$ cat src/rtl/dmem_arb_pkg.sv
// Shared types and constants for the two-master data-memory arbiter.
package dmem_arb_pkg;

    typedef enum logic [1:0] {
        IDLE   = 2'd0,
        ACCESS = 2'd1,
        RESP   = 2'd2
    } arb_state_e;

    localparam logic PORT_CORE = 1'b0;
    localparam logic PORT_AUX  = 1'b1;

    localparam int DMEM_DEPTH_DEFAULT = 64;

endpackage

$ cat src/rtl/dmem_arb_pick.sv
// Grant selection between the core and aux masters.
// DMEM_ARB_ROUND_ROBIN_EN: on contention, grant the master not served last.
module dmem_arb_pick
    import dmem_arb_pkg::*;
(
    input  logic req0_i,
    input  logic req1_i,
`ifdef DMEM_ARB_ROUND_ROBIN_EN
    input  logic last_i,
`endif
    output logic gnt_valid_o,
    output logic gnt_id_o
);

    always_comb begin
        gnt_valid_o = req0_i | req1_i;
        gnt_id_o    = PORT_CORE;
        if (req0_i && req1_i) begin
`ifdef DMEM_ARB_ROUND_ROBIN_EN
            gnt_id_o = ~last_i;
`else
            gnt_id_o = PORT_CORE;
`endif
        end else if (req1_i) begin
            gnt_id_o = PORT_AUX;
        end
    end

endmodule

$ cat src/rtl/dmem_arbiter.sv
// Two-master arbiter for the single-port word-addressed data memory.
// Optional round-robin arbitration via DMEM_ARB_ROUND_ROBIN_EN (default: port 0 fixed priority).
//
// state  | meaning
// IDLE   | waiting for a request; grant and latch the winner's transfer
// ACCESS | memory port driven from latched transfer; read data captured
// RESP   | owner sees ack (in range) or err (out of range) for one cycle
module dmem_arbiter
    import dmem_arb_pkg::*;
#(
    parameter int ADDR_W = 32,
    parameter int DATA_W = 32,
    parameter int DEPTH  = DMEM_DEPTH_DEFAULT
) (
    input  logic              clk_i,
    input  logic              reset_n_i,
    input  logic              m0_req_i,
    input  logic              m0_we_i,
    input  logic [ADDR_W-1:0] m0_addr_i,
    input  logic [DATA_W-1:0] m0_wdata_i,
    output logic [DATA_W-1:0] m0_rdata_o,
    output logic              m0_ack_o,
    output logic              m0_err_o,
    input  logic              m1_req_i,
    input  logic              m1_we_i,
    input  logic [ADDR_W-1:0] m1_addr_i,
    input  logic [DATA_W-1:0] m1_wdata_i,
    output logic [DATA_W-1:0] m1_rdata_o,
    output logic              m1_ack_o,
    output logic              m1_err_o,
    output logic              mem_we_o,
    output logic [ADDR_W-1:0] mem_a_o,
    output logic [DATA_W-1:0] mem_wd_o,
    input  logic [DATA_W-1:0] mem_rd_i,
    output logic              busy_o
);

    localparam logic [ADDR_W-1:0] DEPTH_W = ADDR_W'(DEPTH);

    arb_state_e        state_q, state_d;
    logic              owner_q, owner_d;
    logic              in_range_q, in_range_d;
    logic              mem_we_q, mem_we_d;
    logic [ADDR_W-1:0] mem_a_q, mem_a_d;
    logic [DATA_W-1:0] mem_wd_q, mem_wd_d;
    logic [DATA_W-1:0] m0_rdata_q, m0_rdata_d, m1_rdata_q, m1_rdata_d;
    logic              m0_ack_q, m0_ack_d, m0_err_q, m0_err_d;
    logic              m1_ack_q, m1_ack_d, m1_err_q, m1_err_d;

    logic              gnt_valid;
    logic              gnt_id;
    logic              sel_we;
    logic [ADDR_W-1:0] sel_addr;
    logic [DATA_W-1:0] sel_wdata;
    logic              sel_in_range;
    logic [DATA_W-1:0] acc_rdata;

`ifdef DMEM_ARB_ROUND_ROBIN_EN
    logic last_q, last_d;
`endif

    dmem_arb_pick u_pick (
        .req0_i      (m0_req_i),
        .req1_i      (m1_req_i),
`ifdef DMEM_ARB_ROUND_ROBIN_EN
        .last_i      (last_q),
`endif
        .gnt_valid_o (gnt_valid),
        .gnt_id_o    (gnt_id)
    );

    assign sel_we       = (gnt_id == PORT_AUX) ? m1_we_i    : m0_we_i;
    assign sel_addr     = (gnt_id == PORT_AUX) ? m1_addr_i  : m0_addr_i;
    assign sel_wdata    = (gnt_id == PORT_AUX) ? m1_wdata_i : m0_wdata_i;
    assign sel_in_range = (sel_addr >> 2) < DEPTH_W;
    // Out-of-range accesses return zero rather than whatever the memory aliases to.
    assign acc_rdata    = in_range_q ? mem_rd_i : '0;

    always_comb begin
        state_d    = state_q;
        owner_d    = owner_q;
        in_range_d = in_range_q;
        mem_we_d   = 1'b0;
        mem_a_d    = mem_a_q;
        mem_wd_d   = mem_wd_q;
        m0_rdata_d = '0;
        m1_rdata_d = '0;
        m0_ack_d   = 1'b0;
        m0_err_d   = 1'b0;
        m1_ack_d   = 1'b0;
        m1_err_d   = 1'b0;
`ifdef DMEM_ARB_ROUND_ROBIN_EN
        last_d     = last_q;
`endif
        case (state_q)
            IDLE: begin
                if (gnt_valid) begin
                    owner_d    = gnt_id;
                    in_range_d = sel_in_range;
                    mem_we_d   = sel_we & sel_in_range;
                    mem_a_d    = sel_addr;
                    mem_wd_d   = sel_wdata;
`ifdef DMEM_ARB_ROUND_ROBIN_EN
                    last_d     = gnt_id;
`endif
                    state_d    = ACCESS;
                end
            end
            ACCESS: begin
                if (owner_q == PORT_CORE) begin
                    m0_ack_d   = in_range_q;
                    m0_err_d   = ~in_range_q;
                    m0_rdata_d = acc_rdata;
                end else begin
                    m1_ack_d   = in_range_q;
                    m1_err_d   = ~in_range_q;
                    m1_rdata_d = acc_rdata;
                end
                state_d = RESP;
            end
            RESP:    state_d = IDLE;
            default: state_d = IDLE;
        endcase
    end

    always_ff @(posedge clk_i or negedge reset_n_i) begin
        if (!reset_n_i) begin
            state_q    <= IDLE;
            owner_q    <= PORT_CORE;
            in_range_q <= 1'b0;
            mem_we_q   <= 1'b0;
            mem_a_q    <= '0;
            mem_wd_q   <= '0;
            m0_rdata_q <= '0;
            m1_rdata_q <= '0;
            m0_ack_q   <= 1'b0;
            m0_err_q   <= 1'b0;
            m1_ack_q   <= 1'b0;
            m1_err_q   <= 1'b0;
`ifdef DMEM_ARB_ROUND_ROBIN_EN
            last_q     <= PORT_AUX;
`endif
        end else begin
            state_q    <= state_d;
            owner_q    <= owner_d;
            in_range_q <= in_range_d;
            mem_we_q   <= mem_we_d;
            mem_a_q    <= mem_a_d;
            mem_wd_q   <= mem_wd_d;
            m0_rdata_q <= m0_rdata_d;
            m1_rdata_q <= m1_rdata_d;
            m0_ack_q   <= m0_ack_d;
            m0_err_q   <= m0_err_d;
            m1_ack_q   <= m1_ack_d;
            m1_err_q   <= m1_err_d;
`ifdef DMEM_ARB_ROUND_ROBIN_EN
            last_q     <= last_d;
`endif
        end
    end

    assign mem_we_o   = mem_we_q;
    assign mem_a_o    = mem_a_q;
    assign mem_wd_o   = mem_wd_q;
    assign m0_rdata_o = m0_rdata_q;
    assign m1_rdata_o = m1_rdata_q;
    assign m0_ack_o   = m0_ack_q;
    assign m0_err_o   = m0_err_q;
    assign m1_ack_o   = m1_ack_q;
    assign m1_err_o   = m1_err_q;
    assign busy_o     = (state_q != IDLE);

endmodule

$ cat config.mk
export PLATFORM = sky130hd
export DESIGN_NAME = dmem_arbiter
export DESIGN_NICKNAME = d
export VERILOG_FILES = /design/src/rtl/dmem_arb_pkg.sv /design/src/rtl/dmem_arb_pick.sv /design/src/rtl/dmem_arbiter.sv
export SDC_FILE = /design/constraint.sdc
export NUM_CORES = 1
export LEC_CHECK = 0
export BUFFER_PORTS_ARGS = -buffer_cell sky130_fd_sc_hd__buf_2
export CAP_MARGIN = 10
export CORE_UTILIZATION = 40
export DETAILED_ROUTE_END_ITERATION = 10
export PLACE_DENSITY = 0.81
export SKIP_LAST_GASP = 1
export SLEW_MARGIN = 20
export SYNTH_ARGS = -nofsm -noshare
export SYNTH_HDL_FRONTEND = slang
export SYNTH_SLANG_ARGS = --single-unit
$ cat constraint.sdc
create_clock -name clk_i -period 1.38 [get_ports clk_i]
set_input_delay 0.207 -clock clk_i [delete_from_list [all_inputs] [get_ports clk_i]]
set_output_delay 0.207 -clock clk_i [all_outputs]
set_load 0.01 [all_outputs]
; Yosys cells after proc, flatten, opt, wreduce, memory -nomap -nowiden
; Cells that the tools add are included.
[op_classes]
n_lt_le_gt_ge = 1
eq_ne = 2
muxes = 22
bitwise = 3
n_reduce_logical = 4
[op_table]
columns = cell, n
row1 = two-way mux 32 bit, 7
row2 = less-than comparator 30 x 7 -> 1 bit (second input constant), 1
row3 = two-way mux 1 bit, 13
row4 = one-hot mux 2 bit (2 select lines), 1
row5 = == test 2 x 1 -> 1 bit (second input constant), 1
row6 = zero test 2 bit, 1
row7 = two-way mux 2 bit, 1
row8 = inequality test 2 bit (second input constant), 1
row9 = AND reduction 2 bit, 1
row10 = nonzero test 2 bit, 1
row11 = AND 1 bit, 1
row12 = logical AND 1 bit, 1
row13 = inverter 1 bit, 1
row14 = OR 1 bit, 1
[word_totals]
ff_bits = 137
inputBits = 166
out_inout_bits = 134
wordCells = 44

; Depth between registers and ports, before layout
[logic_depth]
ltp_word = 7
mapped_depth = 7
mapped_depth_nobuf = 5

; Modules after synthesis
; A second synthesis with hierarchy kept.
[hier_totals]
cells_unflattened = 455
area_unflattened_um2 = 5376.4
[by_module_without_submodules]
columns = mod, instances, cells_each, area_per_inst_um2
row1 = dmem_arbiter, 1, 453, 5363.9
row2 = dmem_arb_pick, 1, 2, 12.5

; Worst setup path before layout
; OpenSTA, ideal clock, no wires.
[synth_timing]
kind = register to register
startpoint = reg state_q[1]
endpoint = reg mem_a_q[10] (netlist: mem_a_o[10])
setup_time_ns = 0.130
arrival_time_ns = 1.174
required_ns = 1.250
setup_slack_ns = 0.076
path_stages_with_launch = 7
path_buffers = 2
synth_period_minus_slack_ns = 1.304
cell_sequence = dfrtp_1 -> nor2_1 -> o21ai_1 -> inv_2 -> buf_2 -> buf_2 -> a31oi_1
[synth_via]
elab_chain_len = 2
[synth_lines]
columns = element, line
row1 = start: declaration, dmem_arbiter.sv:40  ; arb_state_e state_q, state_d;
row2 = start signal: assignment, dmem_arbiter.sv:144  ; state_q <= state_d;
row3 = zero test 2 bit, dmem_arbiter.sv:95  ; case (state_q)
row4 = AND reduction 2 bit (no line), --
row5 = end signal: assignment, dmem_arbiter.sv:148  ; mem_a_q <= mem_a_d;
row6 = end: declaration, dmem_arbiter.sv:44  ; logic [ADDR_W-1:0] mem_a_q, mem_a_d;
; Every way passes these cells.
; A chain may end at the register's enable or synchronous reset.

; Worst setup path after layout
[layout_timing]
startpoint = reg state_q[1]
endpoint = out busy_o
[layout_via]
elab_chain_len = 1
[layout_lines]
columns = element, line
row1 = nonzero test 2 bit, dmem_arbiter.sv:171  ; assign busy_o = (state_q != IDLE);
row2 = end: declaration, dmem_arbiter.sv:35  ; output logic busy_o
; Every way passes these cells.

==> flow_summary.json <==
{
  "ys_top_cells_by_area": "dfrtp_1 64%, nand2_1 9.0%, and2_1 7.5%, a31oi_1 7.3%, nor2_1 4.5%",
  "reg2reg_from": "state_q[1]$_DFFE_PN0P_",
  "cts_tree": "built",
  "power_w": 0.0145,
  "rsz0062_at_grt": "yes",
  "place.gp.congestion": 0.884,
  "critPathMaxFanout": 2,
  "fp-row-count": 41,
  "antenna_found_initial": 0,
  "hold_path.startpoint": "mem_rd_i[23]",
  "grt_pass1_vias": 4864,
  "yosys_warnings": 0,
  "synth_seq_cells": 137,
  "final-setup-viol-count": 2,
  "coreArea_um2": 12900,
  "avgSynthCellArea_um2": 10.2,
  "final_area_um2": 7880,
  "clkLatencyLatePin_ns": 0.41,
  "tightestPinTransition_ns": 0.410,
  "peakVddDrop_mv": 1.04,
  "synthesis.area_um2": 5370,
  "fin_ws_ns": -0.0227,
  "io_pins": 300,
  "drive_gt1_share_pct": 42.6,
  "cts_buffers": 17,
  "nets": 1006,
  "antenna_cells": 0,
  "cellPowerDensity_nw_per_um2": 1840,
  "arrival_ns": 1.20,
  "drv_slew": 0,
  "ant_nets": 0,
  "path_clk_slew_ns": 0.06,
  "r2r_setup_slack_ns": -0.01,
  "syn_inst": 527,
  "async_reset_ff_share_pct": 100,
  "post_drt_wl_per_cell_um": 14.8,
  "dr.pass1.iters": 4,
  "clock-skew-final_ns": 0.00855,
  "synthesis.nets": 693,
  "fin_crit_sh_pct": 102,
  "synth-edff-count": 0,
  "reg2reg_to": "mem_wd_o[13]$_DFFE_PN0P_",
  "drt_iter0_drc": 299,
  "cts_buffer_depth": 2,
  "synth_top_cell_by_area": "dfrtp_1",
  "grt_pass1_wl_um": 24200,
  "grt_usage_pct": 22.2,
  "synthFlopType": "dfrtp_1",
  "vias": 4948,
  "final_util_pct": 61.2,
  "cap_violations": 0,
  "status": "finished with violations",
  "p_leak_nw": 4.21,
  "post-route-drc-count": 0,
  "portBuffers": 299,
  "start_kind": "flip-flop",
  "synth_top_area_share_pct": 63.8,
  "fin_hold_ws_ns": 0.0191,
  "placed_cell_area_um2": 7180,
  "violations": "negative setup slack",
  "min_path_type": "input port to flip-flop",
  "dieWidth_um": 118,
  "start_util_pct": 41.7,
  "post_synth_num_cell_types": 29,
  "syn_to_final_growth_pct": 46.6,
  "mostFrequentLayoutCell": "buf_2",
  "die_area_um2": 13900,
  "ys_seq_area_share_pct": 63.8,
  "mostFrequentLayoutCells": "297 x buf_2, 137 x dfrtp_1, 129 x nand2_1",
  "die_h_um": 118,
  "grt_max_degree": 57,
  "relSlewSlack_pct": 72.7,
  "fin_crit_ns": 1.40,
  "crit_type": "flip-flop to output pin",
  "preCtsSetupSlack_ns": -0.00446,
  "dpl.hpwl_um": 10900,
  "final-hold-violation-count": 0,
  "cp.required_ns": 1.17,
  "numClockSinks": 137,
  "r2r.worst_path.cells": 6,
  "root_buffer": "clkbuf_16",
  "critPathCaptureType": "output pin",
  "worstHoldPathCells": 2,
  "max_clock_freq_ghz": 0.713,
  "routed_wl_um": 15200,
  "htree_levels": 4,
  "whs_endpoint": "m1_rdata_o[23]$_DFF_PN0_",
  "vias_per_cell": 4.83,
  "overflow": 0
}
-- repair_timing --
action / CTS / global route
hold buffers: 4 / 1
setup endpoints to repair: 1 / 86
pin swaps: 1 / 1
setup buffers: 1 / 1
endpoints found under the hold margin: 35 / 1
gates cloned: 0 / 1
gates resized for setup: 4 / 2
-- power breakdown --
group	switching [W]	internal (W)
Sequential	0.000549	0.00505
Clock	0.00181	0.00262
Combinational	0.00250	0.00195
-- routing by layer --
metal	global-route usage, %	vias up	routed length [um]
met5	0	-	0
met4	8.41	0	282
met3	6.54	26	1030
met2	38.3	246	7900
met1	25.8	2302	5980
li1	-	2374	-
-- synth_stat cells (2+ instances only) --
library cell / number
a21oi_1: 3
buf_4: 8
and4_1: 2
buf_2: 21
nor4_1: 8
o21ai_1: 2
nor2_1: 65
dfrtp_1: 137
a31oi_1: 63
and2_1: 64
and2b_1: 2
nand2_1: 129
nand3_1: 2
mux2i_1: 2
clkbuf_1: 5
-- critical path, cell delays in order (launching register included) --
cell and delay (ns):
dfrtp_1 0.39, nor2_2 0.13, buf_4 0.13, inv_2 0.03
buf_6 0.11
-- logic make-up after synthesis --
group,share of synthesized area (%)
buffers and inverters,3.56
AO/OA/AOI/OAI,8.20
multiplexers,0.373
AND/OR/NAND/NOR,24.1
flip-flops,63.8
-- state kept, by name (all words and copies together), names as in the netlist --
register and flops:
m1_err_o 1, mem_a_o 32, owner_q 1, m0_err_o 1
mem_wd_o 32, m1_rdata_o 32, m0_rdata_o 32, m0_ack_o 1
mem_we_o 1, m1_ack_o 1, state_q 2, in_range_q 1
-- per-stage QoR --
| stage | instances | TNS (ns) |
|---|---|---|
| final | 1025 | -0.0352 |
| after global routing | 1025 | -1.55 |
| after CTS | 1022 | -0.0360 |
| after detailed placement | 985 | -0.00446 |
| after global placement | 985 | -0.0190 |
| after floorplan | 527 | 0 |
-- final cells by class --
class,instances,area [um2]
clock buffer,19,453
clock inverter,13,135
fill,1063,5000
inverter,2,8.76
multi-input combinational,354,1760
sequential,137,3430
tap,172,215
timing repair buffer,328,1870
-- how the worst max path moves through the flow --
stage | from | to | slack (ns) | cells after the start
5_1_grt | state_q[1]$_DFFE_PN0P_ | busy_o | -0.09 | 4
6_report | state_q[1]$_DFFE_PN0P_ | busy_o | -0.02 | 4
4_1_cts | state_q[0]$_DFFE_PN0P_ | busy_o | -0.04 | 4
2_1_floorplan | state_q[1]$_DFFE_PN0P_ | mem_a_o[10]$_DFFE_PN0P_ | 0.08 | 6
3_3_place_gp | m0_addr_i[11] | in_range_q$_DFFE_PN0P_ | -0.02 | 5
3_5_place_dp | m0_addr_i[11] | in_range_q$_DFFE_PN0P_ | -0.004 | 5
Power figures use the tool's default switching activity.
